$ cat config.mk
export PLATFORM = sky130hd
export DESIGN_NAME = pe_mac_accum_flat
export DESIGN_NICKNAME = d
export VERILOG_FILES = /design/src/rtl/pe_mac_accum_if.sv /design/src/rtl/pe_mac_accum.sv /design/src/flat_wrapper.sv
export SDC_FILE = /design/constraint.sdc
export NUM_CORES = 1
export LEC_CHECK = 0
export ABC_CLOCK_PERIOD_IN_PS = 22100
export BUFFER_PORTS_ARGS = -buffer_cell sky130_fd_sc_hd__buf_4
export CAP_MARGIN = 30
export CORE_MARGIN = 2
export CORE_UTILIZATION = 43
export CTS_CLUSTER_SIZE = 24
export DETAILED_ROUTE_END_ITERATION = 10
export GPL_TIMING_DRIVEN = 0
export PLACE_DENSITY = 0.68
export SETUP_SLACK_MARGIN = 0.05
export SLEW_MARGIN = 20
export SYNTH_ARGS = -nofsm -noshare
export SYNTH_HDL_FRONTEND = slang
export SYNTH_SLANG_ARGS = --single-unit
$ cat constraint.sdc
create_clock -name clk -period 22.1 [get_ports clk]
set_clock_uncertainty 0.2 [all_clocks]
set_input_delay 4.42 -clock clk [delete_from_list [all_inputs] [get_ports clk]]
set_output_delay 4.42 -clock clk [all_outputs]
set_load 0.05 [all_outputs]
$ cat src/rtl/pe_mac_accum_if.sv
// Beat-state encoding and the PE data-path bundle (build option: PE_MAC_RELU_EN, see pe_mac_accum).
// Latency: none, wiring only.
// Backpressure: none; the PE accepts one beat every cycle.
package pe_mac_pkg;
   typedef enum logic [1:0] {
      INVALID = 2'd0,
      VALID   = 2'd1,
      CNN_FIN = 2'd2
   } pe_state_t;
endpackage

interface pe_mac_accum_if #(
   parameter int DATA_WID = 8,
   parameter int MUL_NUM  = 4,
   parameter int ADDR_B   = 4
);
   import pe_mac_pkg::*;

   pe_state_t                        state_in;
   logic [MUL_NUM-1:0][DATA_WID-1:0] a_in;
   logic [MUL_NUM-1:0]               wrb;
   logic [ADDR_B-1:0]                wrb_addr;
   logic [DATA_WID-1:0]              wrb_data;
   logic [ADDR_B-1:0]                rdb_addr;
   pe_state_t                        state_out;
   logic [DATA_WID-1:0]              data_out;
   logic                             out_valid;
   logic                             acc_ovf;

   // Packet source side
   modport master (
      output state_in, a_in, wrb, wrb_addr, wrb_data, rdb_addr,
      input  state_out, data_out, out_valid, acc_ovf
   );

   // Processing element side
   modport slave (
      input  state_in, a_in, wrb, wrb_addr, wrb_data, rdb_addr,
      output state_out, data_out, out_valid, acc_ovf
   );
endinterface

$ cat src/rtl/pe_mac_accum.sv
// Weight buffer + multiplier lanes + pipelined adder tree + window accumulator; PE_MAC_RELU_EN clamps negative results to 0.
// Latency: 3 + log2(MUL_NUM) cycles from state_in sampled to out_valid / state_out.
// Backpressure: none; one beat per cycle, CNN_FIN may be followed directly by the next window.
module pe_mac_accum
   import pe_mac_pkg::*;
#(
   parameter int DATA_WID  = 8,
   parameter int MUL_NUM   = 4,
   parameter int ADDR_B    = 4,
   parameter int ACC_WID   = 24,
   parameter int OUT_SHIFT = 0
) (
   input  logic          clk,
   input  logic          reset,
   pe_mac_accum_if.slave io
);

   localparam int LVL     = $clog2(MUL_NUM);
   localparam int SUM_WID = 2 * DATA_WID + LVL;
   localparam int NST     = LVL + 2;   // state stages ahead of the final stage
   localparam int DEPTH   = 2 ** ADDR_B;

   localparam logic signed [ACC_WID-1:0]  ACC_MAX = {1'b0, {(ACC_WID-1){1'b1}}};
   localparam logic signed [ACC_WID-1:0]  ACC_MIN = {1'b1, {(ACC_WID-1){1'b0}}};
   localparam logic [DATA_WID-1:0]        OUT_MAX = {1'b0, {(DATA_WID-1){1'b1}}};
   localparam logic [DATA_WID-1:0]        OUT_MIN = {1'b1, {(DATA_WID-1){1'b0}}};

   // Weight storage, one bank per lane
   logic [DATA_WID-1:0] wbuf_q [MUL_NUM][DEPTH];

   // Stage 1: activations, weights
   logic [DATA_WID-1:0] a_d [MUL_NUM];
   logic [DATA_WID-1:0] a_q [MUL_NUM];
   logic [DATA_WID-1:0] w_d [MUL_NUM];
   logic [DATA_WID-1:0] w_q [MUL_NUM];

   // Products and adder tree in heap order: leaves MUL_NUM..2*MUL_NUM-1 hold
   // the products, node n sums nodes 2n and 2n+1, node 1 is the root. Every
   // node is registered, so each tree level is one pipeline stage. Nodes are
   // stored at the full tree width; level l values only ever occupy
   // 2*DATA_WID+l bits, so the tree cannot overflow.
   logic signed [SUM_WID-1:0] node_d [1:2*MUL_NUM-1];
   logic signed [SUM_WID-1:0] node_q [1:2*MUL_NUM-1];

   // Beat qualifier travelling alongside the data
   pe_state_t st_d [NST];
   pe_state_t st_q [NST];

   // Final stage
   logic signed [ACC_WID-1:0] acc_d, acc_q;
   logic                      flag_d, flag_q;
   logic [DATA_WID-1:0]       data_out_d, data_out_q;
   logic                      out_valid_d, out_valid_q;
   logic                      acc_ovf_d, acc_ovf_q;
   pe_state_t                 state_out_d, state_out_q;

   // Final stage intermediates
   logic [ACC_WID:0]               acc_sum;
   logic signed [ACC_WID-1:0]      acc_sat;
   logic signed [ACC_WID-1:0]      acc_shr;
   logic [ACC_WID-DATA_WID:0]      out_hi;
   logic                           acc_clamp;
   logic                           out_clamp;
   logic [DATA_WID-1:0]            out_val;

   // Weight write; a same-cycle read of the address sees the previous value
   always_ff @(posedge clk) begin
      for (int k = 0; k < MUL_NUM; k++) begin
         if (io.wrb[k]) wbuf_q[k][io.wrb_addr] <= io.wrb_data;
      end
   end

   // Stage 1 inputs, products, tree sums and the state shift chain
   always_comb begin
      for (int k = 0; k < MUL_NUM; k++) begin
         a_d[k] = io.a_in[k];
         w_d[k] = wbuf_q[k][io.rdb_addr];
         node_d[MUL_NUM+k] =
            $signed({{(SUM_WID-DATA_WID){a_q[k][DATA_WID-1]}}, a_q[k]}) *
            $signed({{(SUM_WID-DATA_WID){w_q[k][DATA_WID-1]}}, w_q[k]});
      end
      for (int n = 1; n < MUL_NUM; n++) begin
         node_d[n] = node_q[2*n] + node_q[2*n+1];
      end
      st_d[0] = io.state_in;
      for (int i = 1; i < NST; i++) begin
         st_d[i] = st_q[i-1];
      end
      state_out_d = st_q[NST-1];
   end

   // Accumulate the root sum, saturate, shift and clamp to the output width
   always_comb begin
      acc_sum   = {acc_q[ACC_WID-1], acc_q} +
                  {{(ACC_WID+1-SUM_WID){node_q[1][SUM_WID-1]}}, node_q[1]};
      acc_clamp = acc_sum[ACC_WID] ^ acc_sum[ACC_WID-1];
      acc_sat   = acc_clamp ? (acc_sum[ACC_WID] ? ACC_MIN : ACC_MAX)
                            : acc_sum[ACC_WID-1:0];
      acc_shr   = acc_sat >>> OUT_SHIFT;
      out_hi    = acc_shr[ACC_WID-1:DATA_WID-1];
      out_clamp = !((&out_hi) || !(|out_hi));
      out_val   = out_clamp ? (acc_shr[ACC_WID-1] ? OUT_MIN : OUT_MAX)
                            : acc_shr[DATA_WID-1:0];
`ifdef PE_MAC_RELU_EN
      // The ReLU clamp does not count as saturation
      if (out_val[DATA_WID-1]) out_val = '0;
`else
`endif

      acc_d       = acc_q;
      flag_d      = flag_q;
      data_out_d  = data_out_q;
      out_valid_d = 1'b0;
      acc_ovf_d   = 1'b0;
      case (st_q[NST-1])
         VALID: begin
            acc_d  = acc_sat;
            flag_d = flag_q | acc_clamp;
         end
         CNN_FIN: begin
            data_out_d  = out_val;
            out_valid_d = 1'b1;
            acc_ovf_d   = flag_q | acc_clamp | out_clamp;
            acc_d       = '0;
            flag_d      = 1'b0;
         end
         default: begin
            // INVALID (and the unused encoding) is a bubble: hold everything
         end
      endcase
   end

   // Pipeline, accumulator and output registers; weights are not reset
   always_ff @(posedge clk or posedge reset) begin
      if (reset) begin
         for (int k = 0; k < MUL_NUM; k++) begin
            a_q[k] <= '0;
            w_q[k] <= '0;
         end
         for (int n = 1; n < 2 * MUL_NUM; n++) begin
            node_q[n] <= '0;
         end
         for (int i = 0; i < NST; i++) begin
            st_q[i] <= INVALID;
         end
         state_out_q <= INVALID;
         acc_q       <= '0;
         flag_q      <= 1'b0;
         data_out_q  <= '0;
         out_valid_q <= 1'b0;
         acc_ovf_q   <= 1'b0;
      end else begin
         a_q         <= a_d;
         w_q         <= w_d;
         node_q      <= node_d;
         st_q        <= st_d;
         state_out_q <= state_out_d;
         acc_q       <= acc_d;
         flag_q      <= flag_d;
         data_out_q  <= data_out_d;
         out_valid_q <= out_valid_d;
         acc_ovf_q   <= acc_ovf_d;
      end
   end

   assign io.state_out = state_out_q;
   assign io.data_out  = data_out_q;
   assign io.out_valid = out_valid_q;
   assign io.acc_ovf   = acc_ovf_q;

endmodule

$ cat src/flat_wrapper.sv
// flat-port wrapper written by rule: the top's interface ports become plain ports
module pe_mac_accum_flat import pe_mac_pkg::*;
#(
   parameter int DATA_WID  = 8,
   parameter int MUL_NUM   = 4,
   parameter int ADDR_B    = 4,
   parameter int ACC_WID   = 24,
   parameter int OUT_SHIFT = 0
)
  (clk, reset, io_state_in, io_a_in, io_wrb, io_wrb_addr, io_wrb_data, io_rdb_addr, io_state_out, io_data_out, io_out_valid, io_acc_ovf);
  pe_mac_accum_if #(.DATA_WID(DATA_WID), .MUL_NUM(MUL_NUM), .ADDR_B(ADDR_B)) io_i ();
  input  logic clk;
  input  logic reset;
  input wire logic [$bits(io_i.state_in)-1:0] io_state_in;
  input wire logic [$bits(io_i.a_in)-1:0] io_a_in;
  input wire logic [$bits(io_i.wrb)-1:0] io_wrb;
  input wire logic [$bits(io_i.wrb_addr)-1:0] io_wrb_addr;
  input wire logic [$bits(io_i.wrb_data)-1:0] io_wrb_data;
  input wire logic [$bits(io_i.rdb_addr)-1:0] io_rdb_addr;
  output wire logic [$bits(io_i.state_out)-1:0] io_state_out;
  output wire logic [$bits(io_i.data_out)-1:0] io_data_out;
  output wire logic [$bits(io_i.out_valid)-1:0] io_out_valid;
  output wire logic [$bits(io_i.acc_ovf)-1:0] io_acc_ovf;
  assign io_i.state_in = io_state_in;
  assign io_i.a_in = io_a_in;
  assign io_i.wrb = io_wrb;
  assign io_i.wrb_addr = io_wrb_addr;
  assign io_i.wrb_data = io_wrb_data;
  assign io_i.rdb_addr = io_rdb_addr;
  assign io_state_out = io_i.state_out;
  assign io_data_out = io_i.data_out;
  assign io_out_valid = io_i.out_valid;
  assign io_acc_ovf = io_i.acc_ovf;
  pe_mac_accum #(.DATA_WID(DATA_WID), .MUL_NUM(MUL_NUM), .ADDR_B(ADDR_B), .ACC_WID(ACC_WID), .OUT_SHIFT(OUT_SHIFT)) u_core (.clk(clk), .reset(reset), .io(io_i));
endmodule
==> results of run 1 <==
state kept, by name, summed over array words and instances, names as in the netlist:
register,count
u_core.w_q,32
u_core.state_out_d,2
u_core.st_d,6
u_core.io.data_out,8
u_core.wbuf_q,512
u_core.acc_q,24
u_core.flag_q,1
u_core.node_q,118
u_core.io.state_out,2
u_core.a_q,32
u_core.io.out_valid,1
u_core.io.acc_ovf,1
worst max path at each step:
stage	to	depth (start not counted)	slack, ns
floorplan	u_core.a_q[0]	1	11.26
global placement	u_core.state_out_d[0]	2	8.31
detailed placement	u_core.w_q[9]	4	14.57
CTS	u_core.w_q[9]	4	15.25
global route	u_core.w_q[20]	5	15.38
finish	u_core.w_q[27]	5	15.55
stage by stage:
stage | hold WS (ns) | instances | cell area (µm²) | power (µW)
floorplan | 0.131 | 2697 | 39200 | 4150
global placement | 0.134 | 3937 | 41100 | 4870
detailed placement | 0.137 | 3944 | 41200 | 4920
CTS | 0.149 | 4091 | 44000 | 6310
global route | 0.153 | 4101 | 44100 | 6750
finish | 0.147 | 4102 | 44100 | 6230
power by group:
part	switching (µW)	internal, µW	total [µW]
registers	95.0	1700	1790
logic	1760	1320	3080
clock network	560	806	1370
cells in the final DEF, fill, tap and decap left out, drive strengths merged, types with 94 or more instances in the layout:
cell type  instances
fa               224
ha               192
nand2            137
buf               94
inv              354
dfrtp            227
edfxtp           512
mux4             160
and2             220
clkbuf           146
layout make-up:
type	count	area, µm²
fillers	7575	46100
flip-flops and latches	739	21100
multi-input cells	1549	16500
clock buffers	102	2120
well taps	1176	1470
inverters	352	1330
repair buffers	81	708
clock inverters	45	593
plain buffers	57	267
diodes	1	2.50
routing by layer:
metal	global-route usage, %	vias to the layer above	part of all wire, %
li1	-	9838	-
met3	2.74	127	5.0
met2	30.3	503	50
met1	24.3	11079	43
met5	0	-	0.016
met4	4.16	2	2.0
cell families after synthesis:
logic type | count (synthesis) | share of synthesized area (%)
AOI/OAI and AO/OA | 285 | 5.11
muxes | 169 | 9.45
DFF | 739 | 53.7
xor gates and xnor gates | 106 | 2.37
adders and majority gates | 416 | 17.6
buffers and inverters | 409 | 4.05
and+or+nand+nor | 573 | 7.70
==> impl_metrics.py, run 1 <==
metrics = {
    "yosys": {
        "ys.flop_type": "edfxtp_1",
        "synth_cell_types": 75,
        "synthesis.area_um2": 39200,
        "async_flop_share_pct": 30.7,
        "ys_seq_elements": 739,
        "synth_commonest_cells": "edfxtp_1 (512), inv_1 (352), dfrtp_1 (227), fa_1 (224), and2_1 (219)",
        "synth_top_cell_area_share_pct": 39.2,
        "syn-num-nets": 3169,
        "yosysWarnings": 0,
        "syn_area_per_cell_um2": 14.5,
        "synth.most_common_cell": "edfxtp_1",
        "synthTopCellsByArea": "edfxtp_1 (39%), dfrtp_1 (15%), fa_1 (11%), mux4_2 (9.2%), ha_1 (6.1%)",
        "synth_top_area_cell": "edfxtp_1",
        "synth-edff-count": 512,
        "yosysSeqAreaShare_pct": 53.7,
        "syn_inst": 2697,
    },
    "sta": {
        "slew_violations": 0,
        "fmax_mhz": 153,
        "finalSetupViolations": 0,
        "fin_crit_ns": 6.55,
        "fin_tns_setup_ns": 0,
        "hold_viol": 0,
        "slew_headroom_pct": 38.4,
        "period_share_pct": 29.6,
        "rsz0062_at_grt": "false",
        "fin_ws_ns": 15.55,
        "tightest_slew_ns": 0.924,
    },
    "routing": {
        "wl_per_cell_um": 19.6,
        "firstDrtPassIters": 5,
        "ant_nets": 0,
        "drc": 0,
        "initialDrtViolationCount": 1796,
        "num_vias": 21549,
        "routed_wl_mm": 80.5,
        "viasPerCell": 5.25,
    },
    "place": {
        "port_buffers": 64,
        "hpwl_mm": 57.6,
        "routabilityCongestion": 0.810,
        "dp_slack_ns": 14.57,
    },
    "clock_tree": {
        "cts_sinks": 739,
        "clk_pin_slew_worst_paths_ns": 0.06,
        "clockRootBuffer": "clkbuf_16",
        "cts_inserted_buffers": 79,
        "cts_buffer_depth": 3,
        "cts_resized": 0,
        "cts_tree": "built",
        "cts_setup_buffers": 0,
        "cts_max_level": 3,
        "insertion_delay_ns": 0.64,
        "hold_buffers": 0,
    },
    "global_routing": {
        "grt_pass1_vias": 22761,
        "grt-ovfl-total": 0,
        "grt_antenna_before_repair": 3,
        "grt_max_degree": 93,
        "grt_usage_pct": 17.9,
        "grt_pass1_wl_mm": 130,
    },
    "layout": {
        "final_util_pct": 48.9,
        "synthToLayoutAreaGrowth_pct": 12.5,
        "nNetsFinal": 3331,
        "drive_above_1_share_pct": 13.8,
    },
    "die": {
        "ios": 68,
        "core_um2": 90100,
        "die_area_um2": 93500,
        "die_w_um": 306,
        "die_y_um": 306,
        "start_util_pct": 43.5,
        "rows": 110,
    },
    "critical_path": {
        "slowest_delay_ns": 0.66,
        "reg2reg_from": "u_core.acc_q[2]",
        "rr_worst_depth": 17,
        "critPathMaxFanout": 10,
        "reg2reg_slack_ns": 16.88,
        "critPathCaptureType": "flip-flop",
        "cp_slowest_cell": "buf_1",
        "critical_path.startpoint": "io_rdb_addr[0]",
        "critPathBufInv": 3,
        "worst_r2r_endpoint": "u_core.io.data_out[4]",
        "arrival_ns": 6.85,
        "crit_path_cell_trace": "clkbuf_1, buf_6, buf_1, mux4_2, mux4_2",
        "worstPathRequired_ns": 22.40,
        "crit_family": "buffers and inverters",
        "path_common_cell": "mux4_2",
        "start_kind": "input pin",
        "criticalPathCategory": "input pin to flip-flop",
    },
    "power": {
        "powerDensity_nw_per_um2": 141,
        "peakVddDrop_mv": 0.0871,
        "p_leak_uw": 0.0176,
    },
    "hold_path": {
        "hold_path_depth": 0,
        "min-delay-start": "u_core.st_d[2]",
        "hold_path_end": "u_core.st_d[0]",
        "hold_path.class": "flip-flop to flip-flop",
    },
    "job": {
        "max_cap_viol_count": 0,
    },
    "outcome": {
        "status": "finished clean",
    },
}
Power figures use the tool's default switching activity.
==> run 2: changes to the inputs <==
Settings changed: ABC_CLOCK_PERIOD_IN_PS 22100 to 6700.
Clock period 22.1 ns to 6.7 ns, I/O delays scaled along.
==> run 2 against run 1 <==
  * Sequential cell count unchanged
  * Global-route usage down 0.12 points
  * Clock power rose to 3.2 times the previous value
  * Critical path depth up 13
  * Sequential power rose to 3.3 times the previous value
  * Combinational power rose to 3.3 times the previous value
  * Wire length down 0.72%
  * Sequential share of layout area about the same
==> impl_metrics.py, run 2 (same netlist as run 1, synthesis figures left out) <==
metrics = {
    "place": {
        "port_buffers": 64,
        "hpwl_mm": 57.5,
        "dp.cells": 3951,
        "routabilityCongestion": 0.812,
    },
    "global_routing": {
        "grt_usage_pct": 17.7,
        "grt_antenna_before_repair": 3,
        "grt_pass1_vias": 22850,
        "grt_max_degree": 65,
        "grt-ovfl-total": 0,
        "grt_pass1_wl_mm": 129,
    },
    "critical_path": {
        "critPathMaxFanout": 8,
        "start_kind": "flip-flop",
        "worstPathRequired_ns": 7.02,
        "critPathCaptureType": "flip-flop",
        "arrival_ns": 5.58,
        "criticalPathCategory": "flip-flop to flip-flop",
    },
    "die": {
        "die_y_um": 306,
        "start_util_pct": 43.5,
        "die_w_um": 306,
        "rows": 110,
        "ios": 68,
        "core_um2": 90100,
        "die_area_um2": 93500,
    },
    "job": {
        "max_cap_viol_count": 0,
    },
    "hold_path": {
        "hold_path.class": "flip-flop to flip-flop",
    },
    "layout": {
        "synthToLayoutAreaGrowth_pct": 12.6,
        "reg_top3": "u_core.wbuf_q: 512 flops, u_core.node_q: 118 flops",
        "top_register": "u_core.wbuf_q",
        "largest_reg_flops": 512,
        "drive_above_1_share_pct": 14.0,
        "final_common_cell": "edfxtp_1",
        "nNetsFinal": 3338,
        "layout_common_cells": "edfxtp_1 (512), inv_1 (351), dfrtp_1 (227), fa_1 (224), and2_1 (219)",
        "final_util_pct": 48.9,
        "finalNonFillerCells": 4102,
    },
    "routing": {
        "drc": 0,
        "firstDrtPassIters": 7,
        "wl_per_cell_um": 19.5,
        "initialDrtViolationCount": 1722,
        "num_vias": 21455,
        "viasPerCell": 5.23,
        "ant_nets": 0,
        "routed_wl_mm": 79.9,
    },
    "clock_tree": {
        "clockRootBuffer": "clkbuf_16",
        "cts_tree": "built",
        "cts_inserted_buffers": 79,
        "clk_pin_slew_worst_paths_ns": 0.07,
        "cts_resized": 0,
        "hold_buffers": 0,
        "cts_buffer_depth": 3,
        "cts_max_level": 3,
        "insertion_delay_ns": 0.64,
        "cts_setup_buffers": 0,
        "cts_sinks": 739,
    },
    "sta": {
        "hold_viol": 0,
        "slew_violations": 0,
        "holdWs_ns": 0.134,
        "rsz0062_at_grt": "false",
        "finalSetupViolations": 0,
        "period_share_pct": 78.4,
        "slew_headroom_pct": 41.1,
        "fin_tns_setup_ns": 0,
        "fmax_mhz": 190,
        "tightest_slew_ns": 0.883,
        "fin_crit_ns": 5.26,
    },
    "power": {
        "powerDensity_nw_per_um2": 464,
        "p_total_uw": 20400,
        "peakVddDrop_mv": 0.318,
        "p_leak_uw": 0.0176,
    },
    "outcome": {
        "status": "finished clean",
    },
}
[run 2: cell count changes in the layout (fill, tap and decap cells not counted), moves of 2 or more]
cell,delta
clkinv_4,-3
buf_12,+5
clkinv_2,+3
clkbuf_8,-4
inv_16,+2
clkinv_1,-3
bufinv_16,-2
inv_6,+2
[run 2: per-stage QoR]
step / worst slack [ns] / area [µm²]
after floorplan: 2.08 / 39200
after global routing: 1.14 / 44100
final: 1.44 / 44100
after detailed placement: 1.51 / 41400
after global placement: 0.692 / 41100
after CTS: 1.45 / 44000
[run 2: critical path: stages, from the launching register on]
cell and delay [ns]:
dfrtp_1 0.51, and2_1 0.22, fa_1 0.50, inv_1 0.05
fa_1 0.53, inv_1 0.05, fa_1 0.47, inv_1 0.05
fa_1 0.47, inv_1 0.04, ha_1 0.31, o21ai_0 0.16
a21boi_0 0.18, o21ai_0 0.23, a21boi_0 0.16, o21ai_0 0.22
a21boi_0 0.18, or4_1 0.42, nand3_1 0.19
[run 2: worst paths after layout]
kind	slack (ns)	to	from	cells past startpoint
setup reg to reg	1.44	u_core.node_q[32]	u_core.w_q[11]	18
hold reg to reg	0.13	u_core.state_out_d[0]	u_core.st_d[0]	0
setup / recovery	1.44	u_core.node_q[32]	u_core.w_q[11]	18
hold / removal	0.13	u_core.state_out_d[0]	u_core.st_d[0]	0
max in group asynchronous	4.69	u_core.io.acc_ovf	reset	6
min in group asynchronous	0.50	u_core.a_q[12]	reset	2
[run 2: cell type report]
class	count	area, µm²
antenna	1	2.50
buffer	57	267
clock buffer	97	2070
clock inverter	43	533
fill	7566	46000
inverter	352	1330
multi-input combinational	1549	16500
sequential	739	21100
tap	1176	1470
timing repair buffer	88	851
[run 2: where the power goes]
group	switching, µW	leakage (µW)	internal (µW)	total [µW]
Clock	1840	0.00126	2540	4380
Combinational	5790	0.00902	4370	10200
Sequential	310	0.00730	5590	5900
[run 2: layer usage]
layer,share of wire (%),track usage (%),wire length (µm)
met5,0,0,0
met4,2.4,4.77,1900
met3,5.2,2.61,4140
met2,50,30.3,39800
met1,43,23.8,34100
